**config.mk**
```make
export PLATFORM = sky130hd
export DESIGN_NAME = mem_ctrl
export DESIGN_NICKNAME = d
export VERILOG_FILES = /design/src/rtl/mem_ctrl.sv
export SDC_FILE = /design/constraint.sdc
export NUM_CORES = 1
export LEC_CHECK = 0
export ABC_AREA = 0
export CORE_ASPECT_RATIO = 0.7
export CORE_MARGIN = 2
export CORE_UTILIZATION = 47
export CTS_CLUSTER_SIZE = 12
export DETAILED_ROUTE_END_ITERATION = 7
export GPL_TIMING_DRIVEN = 0
export PLACE_DENSITY = 0.91
export SYNTH_ARGS = -nofsm -noshare
export SYNTH_HDL_FRONTEND = slang
export SYNTH_SLANG_ARGS = --single-unit
```
**constraint.sdc**
```tcl
create_clock -name clk -period 4.5 [get_ports clk]
set_input_delay 0.675 -clock clk [delete_from_list [all_inputs] [get_ports clk]]
set_output_delay 0.675 -clock clk [all_outputs]
set_load 0.1 [all_outputs]
```
**src/rtl/mem_ctrl.sv**
```systemverilog
// mem_ctrl: byte load/store front end for a 256x8 ram with
// setup/pulse/hold write timing and a hardware fill engine.
module mem_ctrl #(
  parameter int ADDR_WIDTH = 8,
  parameter int DATA_WIDTH = 8
) (
  input  logic                  clk,
  input  logic                  reset,
  input  logic                  cpu_req,
  input  logic                  cpu_we,
  input  logic [ADDR_WIDTH-1:0] cpu_addr,
  input  logic [DATA_WIDTH-1:0] cpu_wdata,
  output logic                  cpu_ready,
  output logic                  cpu_ack,
  output logic [DATA_WIDTH-1:0] cpu_rdata,
  input  logic                  fill_start,
  input  logic [DATA_WIDTH-1:0] fill_value,
  output logic                  fill_busy,
  output logic                  fill_done,
  output logic [ADDR_WIDTH-1:0] ram_address,
  input  logic [DATA_WIDTH-1:0] ram_data,
  output logic                  ram_write,
  output logic [DATA_WIDTH-1:0] ram_write_data
);

  typedef enum logic [2:0] {
    S_IDLE,
    S_RD,
    S_WR_SETUP,
    S_WR_PULSE,
    S_WR_HOLD,
    S_F_SETUP,
    S_F_PULSE,
    S_F_HOLD
  } state_t;

  localparam logic [ADDR_WIDTH-1:0] CNT_ONE  = ADDR_WIDTH'(1);
  localparam logic [ADDR_WIDTH-1:0] CNT_LAST = '1;

  state_t                state_q, state_d;
  logic [ADDR_WIDTH-1:0] addr_q, addr_d;
  logic [ADDR_WIDTH-1:0] cnt_q, cnt_d;
  logic [DATA_WIDTH-1:0] wdata_q, wdata_d;
  logic [DATA_WIDTH-1:0] rdata_q, rdata_d;
  logic                  write_q, write_d;
  logic                  ack_q, ack_d;
  logic                  done_q, done_d;
  logic                  cnt_last;

  assign cnt_last = (cnt_q == CNT_LAST);

  always_ff @(posedge clk) begin
    if (reset) begin
      state_q <= S_IDLE;
      addr_q  <= '0;
      cnt_q   <= '0;
      wdata_q <= '0;
      rdata_q <= '0;
      write_q <= 1'b0;
      ack_q   <= 1'b0;
      done_q  <= 1'b0;
    end else begin
      state_q <= state_d;
      addr_q  <= addr_d;
      cnt_q   <= cnt_d;
      wdata_q <= wdata_d;
      rdata_q <= rdata_d;
      write_q <= write_d;
      ack_q   <= ack_d;
      done_q  <= done_d;
    end
  end

  // Strobe and pulse registers are set on the edge entering the
  // state they belong to, so every output is a plain flop.
  always_comb begin
    state_d = state_q;
    addr_d  = addr_q;
    cnt_d   = cnt_q;
    wdata_d = wdata_q;
    rdata_d = rdata_q;
    write_d = 1'b0;
    ack_d   = 1'b0;
    done_d  = 1'b0;
    unique case (state_q)
      S_IDLE: begin
        if (fill_start) begin
          cnt_d   = '0;
          addr_d  = '0;
          wdata_d = fill_value;
          state_d = S_F_SETUP;
        end else if (cpu_req) begin
          addr_d = cpu_addr;
          if (cpu_we) begin
            wdata_d = cpu_wdata;
            state_d = S_WR_SETUP;
          end else begin
            state_d = S_RD;
          end
        end
      end
      S_RD: begin
        rdata_d = ram_data;
        ack_d   = 1'b1;
        state_d = S_IDLE;
      end
      S_WR_SETUP: begin
        write_d = 1'b1;
        state_d = S_WR_PULSE;
      end
      S_WR_PULSE: begin
        ack_d   = 1'b1;
        state_d = S_WR_HOLD;
      end
      S_WR_HOLD: begin
        state_d = S_IDLE;
      end
      S_F_SETUP: begin
        write_d = 1'b1;
        state_d = S_F_PULSE;
      end
      S_F_PULSE: begin
        done_d  = cnt_last;
        state_d = S_F_HOLD;
      end
      S_F_HOLD: begin
        if (cnt_last) begin
          state_d = S_IDLE;
        end else begin
          cnt_d   = cnt_q + CNT_ONE;
          addr_d  = cnt_q + CNT_ONE;
          state_d = S_F_SETUP;
        end
      end
      default: begin
        state_d = S_IDLE;
      end
    endcase
  end

  always_comb begin
    cpu_ready      = (state_q == S_IDLE);
    fill_busy      = (state_q == S_F_SETUP) ||
                     (state_q == S_F_PULSE) ||
                     (state_q == S_F_HOLD);
    cpu_ack        = ack_q;
    cpu_rdata      = rdata_q;
    fill_done      = done_q;
    ram_address    = addr_q;
    ram_write      = write_q;
    ram_write_data = wdata_q;
  end

endmodule

```
==> Yosys cells after proc, flatten, opt, wreduce, memory -nomap -nowiden <==
Index checks and enable logic that the tools add are counted.
{ "totals": {"ff_bits": 38, "wordCells": 50, "out_inout_bits": 29, "input_bits": 37} }
{ "op_classes": {"n_reduce_logical": 13, "add_sub_neg": 1, "bitwise": 1, "mux": 16, "n_eq_ne": 11} }
{ "ops": {"columns": ["op", "count"], "rows": [
  ["$mux 8", 7],
  ["$pmux 8 s2", 2],
  ["$pmux 3 s7", 1],
  ["$eq 3x3->1 const B", 4],
  ["$mux 3", 3],
  ["$reduce_and 3->1", 3],
  ["$add 8x1->8 const B", 1],
  ["$eq 8x8->1 const B", 1],
  ["$reduce_or 2->1", 4],
  ["$eq 3x2->1 const B", 2],
  ["$reduce_bool 2->1", 3],
  ["$eq 3x1->1 const B", 1],
  ["$logic_not 3->1", 1],
  ["$ne 3x2->1 const B", 1],
  ["$logic_or 1x1->1", 2],
  ["$mux 1", 2],
  ["$mux 2", 1],
  ["$ne 2x1->1 const B", 1],
  ["$ne 2x2->1 const B", 1],
  ["$not 1->1", 1]
]} }

==> Longest topological paths before layout <==
Gate-level depths: netlist (run 1).
{ "depth": {"ltp_word": 4, "ltp_mapped": 7, "ltp_nobuf": 5} }

==> Worst setup path after synthesis (run 1) <==
OpenSTA, ideal clock, no wires.
{ "synth_timing": {"kind": "reg-to-reg", "from": "register state_q[2]", "to": "register addr_q[1], in the netlist ram_address[1]", "setup_time_ns": 0.131, "setup_slack_ns": 1.773, "period_less_slack_ns": 2.727, "t_arrival_ns": 2.596, "stages_incl_launch_ff": 5, "path_buffers": 0, "t_required_ns": 4.369, "cell_sequence": "dfxtp_1 nor3_2 o21ai_0 a222oi_1 nor3_1"} }
{ "synth_between": {"elab_chain_len": 3, "word_cells_on_any_way": 7, "classes_between": "eq/ne (3); mux (1); reduce/logical (3)"} }
{ "synth_lines": {"columns": ["item", "line", "text"], "rows": [
  ["start, declared", "40", "state_t state_q, state_d;"],
  ["start signal, assigned", "63", "state_q <= state_d;"],
  ["$logic_not 3->1 (*)", null, null],
  ["net cpu_ready", "13", "output logic cpu_ready,"],
  ["$ne 3x2->1 (no line) or $reduce_bool 2->1 (tied branches)", null, null],
  ["$reduce_and 3->1 (no line)", null, null],
  ["end signal, assigned", "64", "addr_q <= addr_d;"],
  ["end, declared", "41", "logic [ADDR_WIDTH-1:0] addr_q, addr_d;"]
]} }
The timed path passes the listed nets; every way through them passes the cells marked *.
A chain may end at the register's enable or synchronous reset.

==> Worst setup path after layout (run 1) <==
{ "layout_timing": {"from": "register state_q[0]", "to": "output cpu_ready"} }
{ "layout_between": {"elab_chain_len": 1} }
{ "layout_lines": {"columns": ["item", "line", "text"], "rows": [
  ["$logic_not 3->1", "142", "cpu_ready = (state_q == S_IDLE);"],
  ["end, declared", "13", null]
]} }
No other way between the ends.

==> results_dict.tcl, run 1 <==
set metrics [dict create \
    cp.required_ns 3.83 \
    worst_hold_path.num_cells 2 \
    critical_path.max_stage_delay_ns 1.22 \
    whs_endpoint "ram_write_data[2]" \
    timing.rr.start "cnt_q[0]" \
    vias_per_cell 5.70 \
    clockBufferDepth 2 \
    r2r-end "cnt_q[3]" \
    leakage_nw 0.951 \
    drv_slew 0 \
    clock_sinks 38 \
    grt_pass1_wl_um 7680 \
    dp_hpwl_um 3560 \
    max_freq_mhz 341 \
    drt_iter0_markers 181 \
    setup_violations 0 \
    start_util 0.500 \
    dr_total_vias 1840 \
    outcome "completed" \
    routed_wl_um 4830 \
    detail_route.wl_per_cell_um 15.0 \
    post_cts_buffers 0 \
    cp_max_fo 8 \
    fill_cells 281 \
    synthFlopType "dfxtp_1" \
    htree_levels 2 \
    grt-ovfl-total 0 \
    slowest_stage "clkdlybuf4s50_1" \
    tns_ns 0 \
    area_growth_pct 43.6 \
    hp-start "ram_write_data[2]" \
    synth_edf_count 0 \
    syn_avg_cell_area_um2 8.91 \
    p_total_mw 1.17 \
    period_needed_ns 2.93 \
    insertion_delay_ns 0.30 \
    cts_tree "done" \
    timing.final.ws_setup_ns 1.57 \
    max_cap_violations 0 \
    grt_pass1_vias 1650 \
    cts_root_buf "clkbuf_8" \
    ys_async_sr_fraction 0 \
    vdd_ir_drop_max_mv 0.312 \
    crit_path_end_kind "output port" \
    synthCells 202 \
    hold_viol 0 \
    hold_path.class "reg -> reg" \
    yosysSeqAreaShare 0.423 \
    met1_usage 0.299 \
    path_cells "nor3_2 -> clkdlybuf4s50_1" \
    rows 18 \
    synth_area_um2 1800 \
    antenna_found_initial 0 \
    place_congestion 0.847 \
    ant_nets 0 \
    io_buffers 63 \
    power_density_nw_per_um2 454 \
    core_um2 3600 \
    finClkSkew_ns 0.00684 \
    preCtsSetupSlack_ns 1.91 \
    use_met2 0.335 \
    start_kind "flop" \
    ys_ff_latch 38 \
    whs_ns 0.499 \
    drive_gt1_frac 0.0879 \
    drc 0 \
    criticalPathCategory "reg -> out" \
    numCtsBuffers 5 \
    grt_usage 0.227 \
    tightest_slew_ns 0.985 \
    die_h_um 55.8 \
    hold_buffers 0 \
    arrival_ns 2.26 \
    gr-usage-met3 0.0714 \
    finalCritPeriodShare 0.651 \
    synth.net_count 240 \
    nets 310 \
    ff2ff_setup_slack_ns 2.58 \
    diodes 0 \
    cts.clk_slew.worst_paths_ns 0.07 \
    rsz0062_at_grt "no" \
    cts_resized 0 \
    utilization 0.717 \
    reg2regPathDepth 6 \
    die_x_um 78.0 \
    relSlewSlack 0.341 \
    top_usage_layer "met2" \
    grt_max_degree 12 \
    fp.dieArea_um2 4350 \
    io_pins 66 \
    dr.pass1.iters 4 \
    yosysWarnings 0 \
    synth_cell_type_count 43 \
]
layer usage:
layer	wire [um]	up-vias
met3	523	10
met1	2200	859
li1	-	876
met5	0	-
met4	107	0
met2	2000	95
registers in the layout, indices dropped and copies added (netlist names):
register	flops
cnt_q	8
cpu_ack	1
cpu_rdata	8
fill_done	1
ram_address	8
ram_write	1
ram_write_data	8
state_q	3
per-stage QoR:
stage | std cells | cell area, um^2
after global routing | 323 | 2580
final | 323 | 2580
after floorplan | 202 | 1800
after detailed placement | 315 | 2490
after CTS | 323 | 2580
after global placement | 315 | 2490
layout make-up:
class	instances	area [um^2]	area share
plain buffers	17	103	0.0397
clock buffers	7	86.3	0.0334
clock inverters	1	5.00	0.00194
inverters	2	7.51	0.00290
multi-input cells	145	930	0.360
flip-flops and latches	38	761	0.294
well taps	50	62.6	0.0242
repair buffers	63	631	0.244
worst max-delay path: cells and delay by family (launching register included):
kind	cells	cell delay, ns
buffers and inverters	1	1.22
flip-flops	1	0.35
AND/OR/NAND/NOR	1	0.39
how the worst max path moves through the flow:
stage	start	end	slack [ns]
2_1_floorplan	state_q[2]	ram_address[1]	1.77
6_report	state_q[0]	cpu_ready	1.57
5_1_grt	state_q[0]	cpu_ready	1.46
3_3_place_gp	state_q[0]	cpu_ready	1.91
4_1_cts	state_q[0]	cpu_ready	1.57
3_5_place_dp	state_q[2]	cpu_ready	1.91
synthesized netlist by cell type (2+ instances only):
master,number,area (um^2)
a211oi_1,11,82.6
a211oi_2,2,25.0
a21oi_1,13,65.1
a222oi_1,2,20.0
a311oi_1,3,26.3
and3_1,2,12.5
buf_2,7,35.0
buf_4,2,15.0
buf_6,3,33.8
clkbuf_1,4,15.0
dfxtp_1,38,761
inv_1,2,7.51
mux2i_1,16,160
nand2_1,9,33.8
nand2b_1,3,18.8
nand3_1,12,60.1
nand3b_1,2,15.0
nand4_1,2,12.5
nor2_1,24,90.1
nor2b_1,2,12.5
nor3_1,12,60.1
nor3b_1,4,30.0
o211ai_1,3,22.5
o21ai_0,3,15.0
xnor2_1,2,17.5
xor2_1,2,17.5
cells in the final DEF (no fill, tap or decap), types with 2 or more instances in the layout:
cell type,n
buf_2,7
nand4_1,2
nand3b_1,2
a222oi_1,2
nor3b_1,4
buf_6,3
a21oi_1,13
clkdlybuf4s50_1,63
a211oi_1,11
xnor2_1,2
xor2_1,2
a311oi_1,3
nand2b_1,3
clkbuf_8,6
nor2b_1,2
inv_1,2
a211oi_2,2
o211ai_1,3
clkbuf_1,5
and3_1,2
nand2_1,9
nand3_1,12
o21ai_0,3
dfxtp_1,38
buf_4,2
mux2i_1,16
nor2_1,24
nor3_1,12
power by group:
group | switching, mW | internal [mW] | leakage [nW]
sequential | 0.0203 | 0.374 | 0.311
clock | 0.122 | 0.124 | 0.0482
combinational | 0.380 | 0.152 | 0.592
cells by family after synthesis:
logic type / synth area share
compound gates: 0.192
xor+xnor: 0.0195
fa+ha+maj: 0.00695
buf+inv: 0.0611
flops: 0.423
mux: 0.0889
simple gates: 0.209
(Power assumes the default switching activity.)
==> inputs of run 2 (changes only) <==
- CORE_UTILIZATION: 47 -> 44
- PLACE_DENSITY: 0.91 -> 0.86
- clock period: 4.5 -> 2.94 ns (I/O delays scaled with it)
==> run 2 against run 1 <==
Compared with the run above:
- via count shrank 3.0%
- total power is 53% higher
- non-clock buffer count did not move
- count of clock-buffer cells in the layout stayed put
- cell count rose by 0.62%
- critical path depth did not move
- register-to-register slack worse by 1.5 ns
- flip-flop and latch count did not move
- largest power group unchanged
==> results_dict.tcl, run 2 (same netlist as run 1, synthesis figures left out) <==
set metrics [dict create \
    max_freq_mhz 369 \
    insertion_delay_ns 0.30 \
    cp.required_ns 2.50 \
    drt_iter0_markers 185 \
    vdd_ir_drop_max_mv 0.564 \
    relSlewSlack 0.337 \
    regArea_um2 761 \
    dr.pass1.iters 5 \
    critical_path.max_stage_delay_ns 1.22 \
    timing.rr.start "cnt_q[0]" \
    worst_hold_path.num_cells 2 \
    dr_total_vias 1785 \
    tightest_slew_ns 0.992 \
    finClkSkew_ns 0.00596 \
    outcome "completed" \
    dp_hpwl_um 3510 \
    drive_gt1_frac 0.0879 \
    met1_usage 0.290 \
    fp.dieArea_um2 4630 \
    hold_path.class "reg -> reg" \
    use_met2 0.332 \
    leakage_nw 0.951 \
    cts_resized 0 \
    grt_pass1_vias 1623 \
    ant_nets 0 \
    power_density_nw_per_um2 696 \
    cts.clk_slew.worst_paths_ns 0.08 \
    tns_ns 0 \
    top_usage_layer "met2" \
    htree_levels 2 \
    die_x_um 80.5 \
    final_common_cell "clkdlybuf4s50_1" \
    start_kind "flop" \
    gr-usage-met3 0.0870 \
    crit_family "buffers and inverters" \
    path_cells "nor3_2 -> clkdlybuf4s50_1" \
    postPlaceCellArea_um2 2500 \
    io_buffers 63 \
    diodes 0 \
    hp-start "ram_write_data[1]" \
    fill_cells 343 \
    mostFrequentLayoutCells "clkdlybuf4s50_1 (63), dfxtp_1 (38), nor2_1 (24)" \
    stdcell_area_um2 2590 \
    drv_slew 0 \
    grt_pass1_wl_um 7630 \
    hold_viol 0 \
    whs_ns 0.497 \
    rows 19 \
    hold_buffers 0 \
    crit_path_end_kind "output port" \
    grt_max_degree 12 \
    worstSetupPathDepth 2 \
    criticalPathCategory "reg -> out" \
    clockBufferDepth 2 \
    numCtsBuffers 5 \
    core_um2 3920 \
    rsz0062_at_grt "no" \
    antenna_found_initial 0 \
    multi_input_area_um2 930 \
    max_cap_violations 0 \
    place_congestion 0.933 \
    period_needed_ns 2.71 \
    crit_path_start "state_q[2]" \
    cts_tree "done" \
    post_cts_buffers 0 \
    reg2regPathDepth 5 \
    drc 0 \
    arrival_ns 2.27 \
    routed_wl_um 4820 \
    finalCritPeriodShare 0.922 \
    detail_route.wl_per_cell_um 14.8 \
    slowest_stage "clkdlybuf4s50_1" \
    io_pins 66 \
    vias_per_cell 5.49 \
    nets 310 \
    grt-ovfl-total 0 \
    clock_sinks 38 \
    critPathBufInv 1 \
    start_util 0.459 \
    cp_max_fo 8 \
    die_h_um 57.5 \
    setup_violations 0 \
    cts_root_buf "clkbuf_8" \
    grt_usage 0.217 \
    area_growth_pct 43.7 \
]
[run 2: cell counts in the layout (fill, tap and decap cells not counted)]
Identical to the previous run, type by type.
[run 2: path summary, 6_finish.rpt]
kind                        to  slack (ns)
min          ram_write_data[1]        0.50
max                  cpu_ready        0.23
max reg2reg     ram_address[4]        1.06
min reg2reg  ram_write_data[1]        0.50
[run 2: stage by stage]
step            util  setup slack, ns  cells  total power [mW]
2_1_floorplan      -            0.213    202              1.23
3_3_place_gp   0.636            0.564    317              1.43
3_5_place_dp   0.636            0.563    317              1.43
4_1_cts        0.660            0.238    325              1.81
5_1_grt        0.660            0.150    325              1.88
6_report       0.660            0.231    325              1.80
[run 2: power breakdown]
| part | internal (mW) | total (mW) | switching (mW) |
|---|---|---|---|
| Clock | 0.189 | 0.375 | 0.186 |
| Combinational | 0.233 | 0.823 | 0.590 |
| Sequential | 0.573 | 0.602 | 0.0288 |
[run 2: worst register-to-register path, delay by kind of cell (launching register included)]
kind | cells | cell delay (ns)
AND/OR/NAND/NOR | 2 | 0.45
adder cells (fa/ha/maj) | 1 | 0.30
flip-flops | 1 | 0.47
AO/OA/AOI/OAI | 2 | 0.58
[run 2: cell type report]
class,instances,share of cell area
timing repair buffer,63,0.244
sequential,38,0.294
clock inverter,1,0.00193
buffer,17,0.0397
tap,52,0.0251
clock buffer,7,0.0334
multi-input combinational,145,0.359
inverter,2,0.00290
[run 2: routing by layer]
layer | up-vias | wire, um
met4 | 0 | 42
met3 | 6 | 517
li1 | 875 | -
met1 | 827 | 2210
met5 | - | 0
met2 | 77 | 2050
==> inputs of run 3 (changes only) <==
- CORE_MARGIN: 2 -> unset
==> run 3 against run 2 <==
Compared with the run above:
- setup slack better by 0.0076 ns
- cell area up 0.68%
- non-clock buffer count unchanged
- flip-flop and latch count unchanged
- clock skew down 0.0020 ns
- clock power up 16%
- die area down 5.9%
- register-to-register slack about the same
- routed wire length down 0.98%
- count of clock-buffer cells in the layout down 2
- cell count unchanged
- sequential power about the same
- critical endpoint unchanged
- largest cell class unchanged
- largest power group unchanged
==> results_dict.tcl, run 3 (same netlist as run 1, synthesis figures left out) <==
set metrics [dict create \
    numCtsBuffers 5 \
    fill_cells 323 \
    stdcell_area_um2 2610 \
    htree_levels 2 \
    pwr-share-seq 0.325 \
    io_buffers 63 \
    grt-ovfl-total 0 \
    cp_max_fo 8 \
    finalCritPeriodShare 0.919 \
    routed_wl_um 4770 \
    period_needed_ns 2.70 \
    fp.dieArea_um2 4360 \
    drive_gt1_frac 0.0916 \
    max_freq_mhz 370 \
    core_um2 3920 \
    grt_pass1_vias 1673 \
    clockBufferDepth 2 \
    io_pins 66 \
    dr.pass1.iters 4 \
    worst_hold_path.num_cells 2 \
    area_growth_pct 44.7 \
    insertion_delay_ns 0.29 \
    outcome "completed" \
    dp_hpwl_um 3570 \
    arrival_ns 2.26 \
    criticalPathCategory "reg -> out" \
    timing.rr.start "cnt_q[0]" \
    ant_nets 0 \
    cts.clk_slew.worst_paths_ns 0.08 \
    rows 19 \
    nets 310 \
    drc 0 \
    drv_slew 0 \
    reg2regPathDepth 6 \
    mostFrequentLayoutCells "clkdlybuf4s50_1 (63), dfxtp_1 (38), nor2_1 (24)" \
    postPlaceCellArea_um2 2500 \
    tns_ns 0 \
    clock_sinks 38 \
    finClkSkew_ns 0.00396 \
    grt_pass1_wl_um 7620 \
    die_x_um 78.5 \
    vias_per_cell 5.63 \
    grt_max_degree 13 \
    place_congestion 0.891 \
    max_cap_violations 0 \
    detail_route.wl_per_cell_um 14.7 \
    crit_path_end_kind "output port" \
    diodes 0 \
    cts_resized 0 \
    r2r-end "ram_address[3]" \
    whs_endpoint "cpu_rdata[6]" \
    drt_iter0_markers 51 \
    hold_viol 0 \
    power_density_nw_per_um2 713 \
    clkPwrFrac 0.234 \
    start_kind "flop" \
    setup_violations 0 \
    whs_ns 0.500 \
    switching_share 0.432 \
    vdd_ir_drop_max_mv 0.519 \
    relSlewSlack 0.339 \
    start_util 0.459 \
    dr_total_vias 1830 \
    hold_buffers 0 \
    hp-start "cpu_rdata[6]" \
    final_common_cell "clkdlybuf4s50_1" \
    p_int_mw 1.06 \
    p_sw_mw 0.802 \
    cp.required_ns 2.50 \
    pwr-share-comb 0.441 \
    rsz0062_at_grt "no" \
    die_h_um 55.5 \
    post_cts_buffers 0 \
    hold_path.class "reg -> reg" \
    ff2ff_setup_slack_ns 1.05 \
    antenna_found_initial 0 \
    cts_tree "done" \
    leakage_nw 0.961 \
    tightest_slew_ns 0.988 \
    grt_usage 0.229 \
    cts_root_buf "clkbuf_8" \
]
==> run 3: metal layers <==
metal,up-vias,global-route usage,share of wire
met3,8,0.0595,0.098
met1,848,0.302,0.45
met5,-,0,0
met4,0,0.0926,0.012
li1,876,-,-
met2,98,0.356,0.44
==> run 3: worst max path at each step <==
stage	startpoint	to	slack (ns)	cells past startpoint
floorplan	state_q[2]	ram_address[1]	0.21	4
global route	state_q[0]	cpu_ready	0.14	2
finish	state_q[2]	cpu_ready	0.24	2
global placement	state_q[2]	cpu_ready	0.57	2
detailed placement	state_q[2]	cpu_ready	0.56	2
CTS	state_q[2]	cpu_ready	0.23	2
==> run 3: critical path, cell delays in order, from the launching register on <==
cell and delay, ns:
dfxtp_1 0.33, nor3_2 0.41, clkdlybuf4s50_1 1.23
==> run 3: area by class of cell <==
| class | count | area (um^2) | area share |
|---|---|---|---|
| inverter | 2 | 7.51 | 0.00288 |
| clock buffer | 5 | 68.8 | 0.0264 |
| buffer | 17 | 103 | 0.0394 |
| tap | 52 | 65.1 | 0.0250 |
| multi-input combinational | 145 | 930 | 0.357 |
| timing repair buffer | 63 | 631 | 0.242 |
| clock inverter | 3 | 40.0 | 0.0154 |
| sequential | 38 | 761 | 0.292 |
==> run 3: metrics by stage <==
stage / total power, mW / worst slack [ns] / util / std cells
CTS: 1.86 / 0.234 / 0.664 / 325
floorplan: 1.23 / 0.213 / - / 202
detailed placement: 1.43 / 0.555 / 0.636 / 317
global placement: 1.42 / 0.573 / 0.636 / 317
finish: 1.86 / 0.238 / 0.664 / 325
global route: 1.93 / 0.137 / 0.664 / 325
==> run 3: power by group through the flow <==
stage / Clock, mW / Combinational, mW / Sequential, mW
CTS: 0.441 / 0.819 / 0.604
global route: 0.467 / 0.854 / 0.610
finish: 0.434 / 0.819 / 0.604
global placement: 0 / 0.808 / 0.614
floorplan: 0 / 0.242 / 0.986
detailed placement: 0 / 0.817 / 0.615
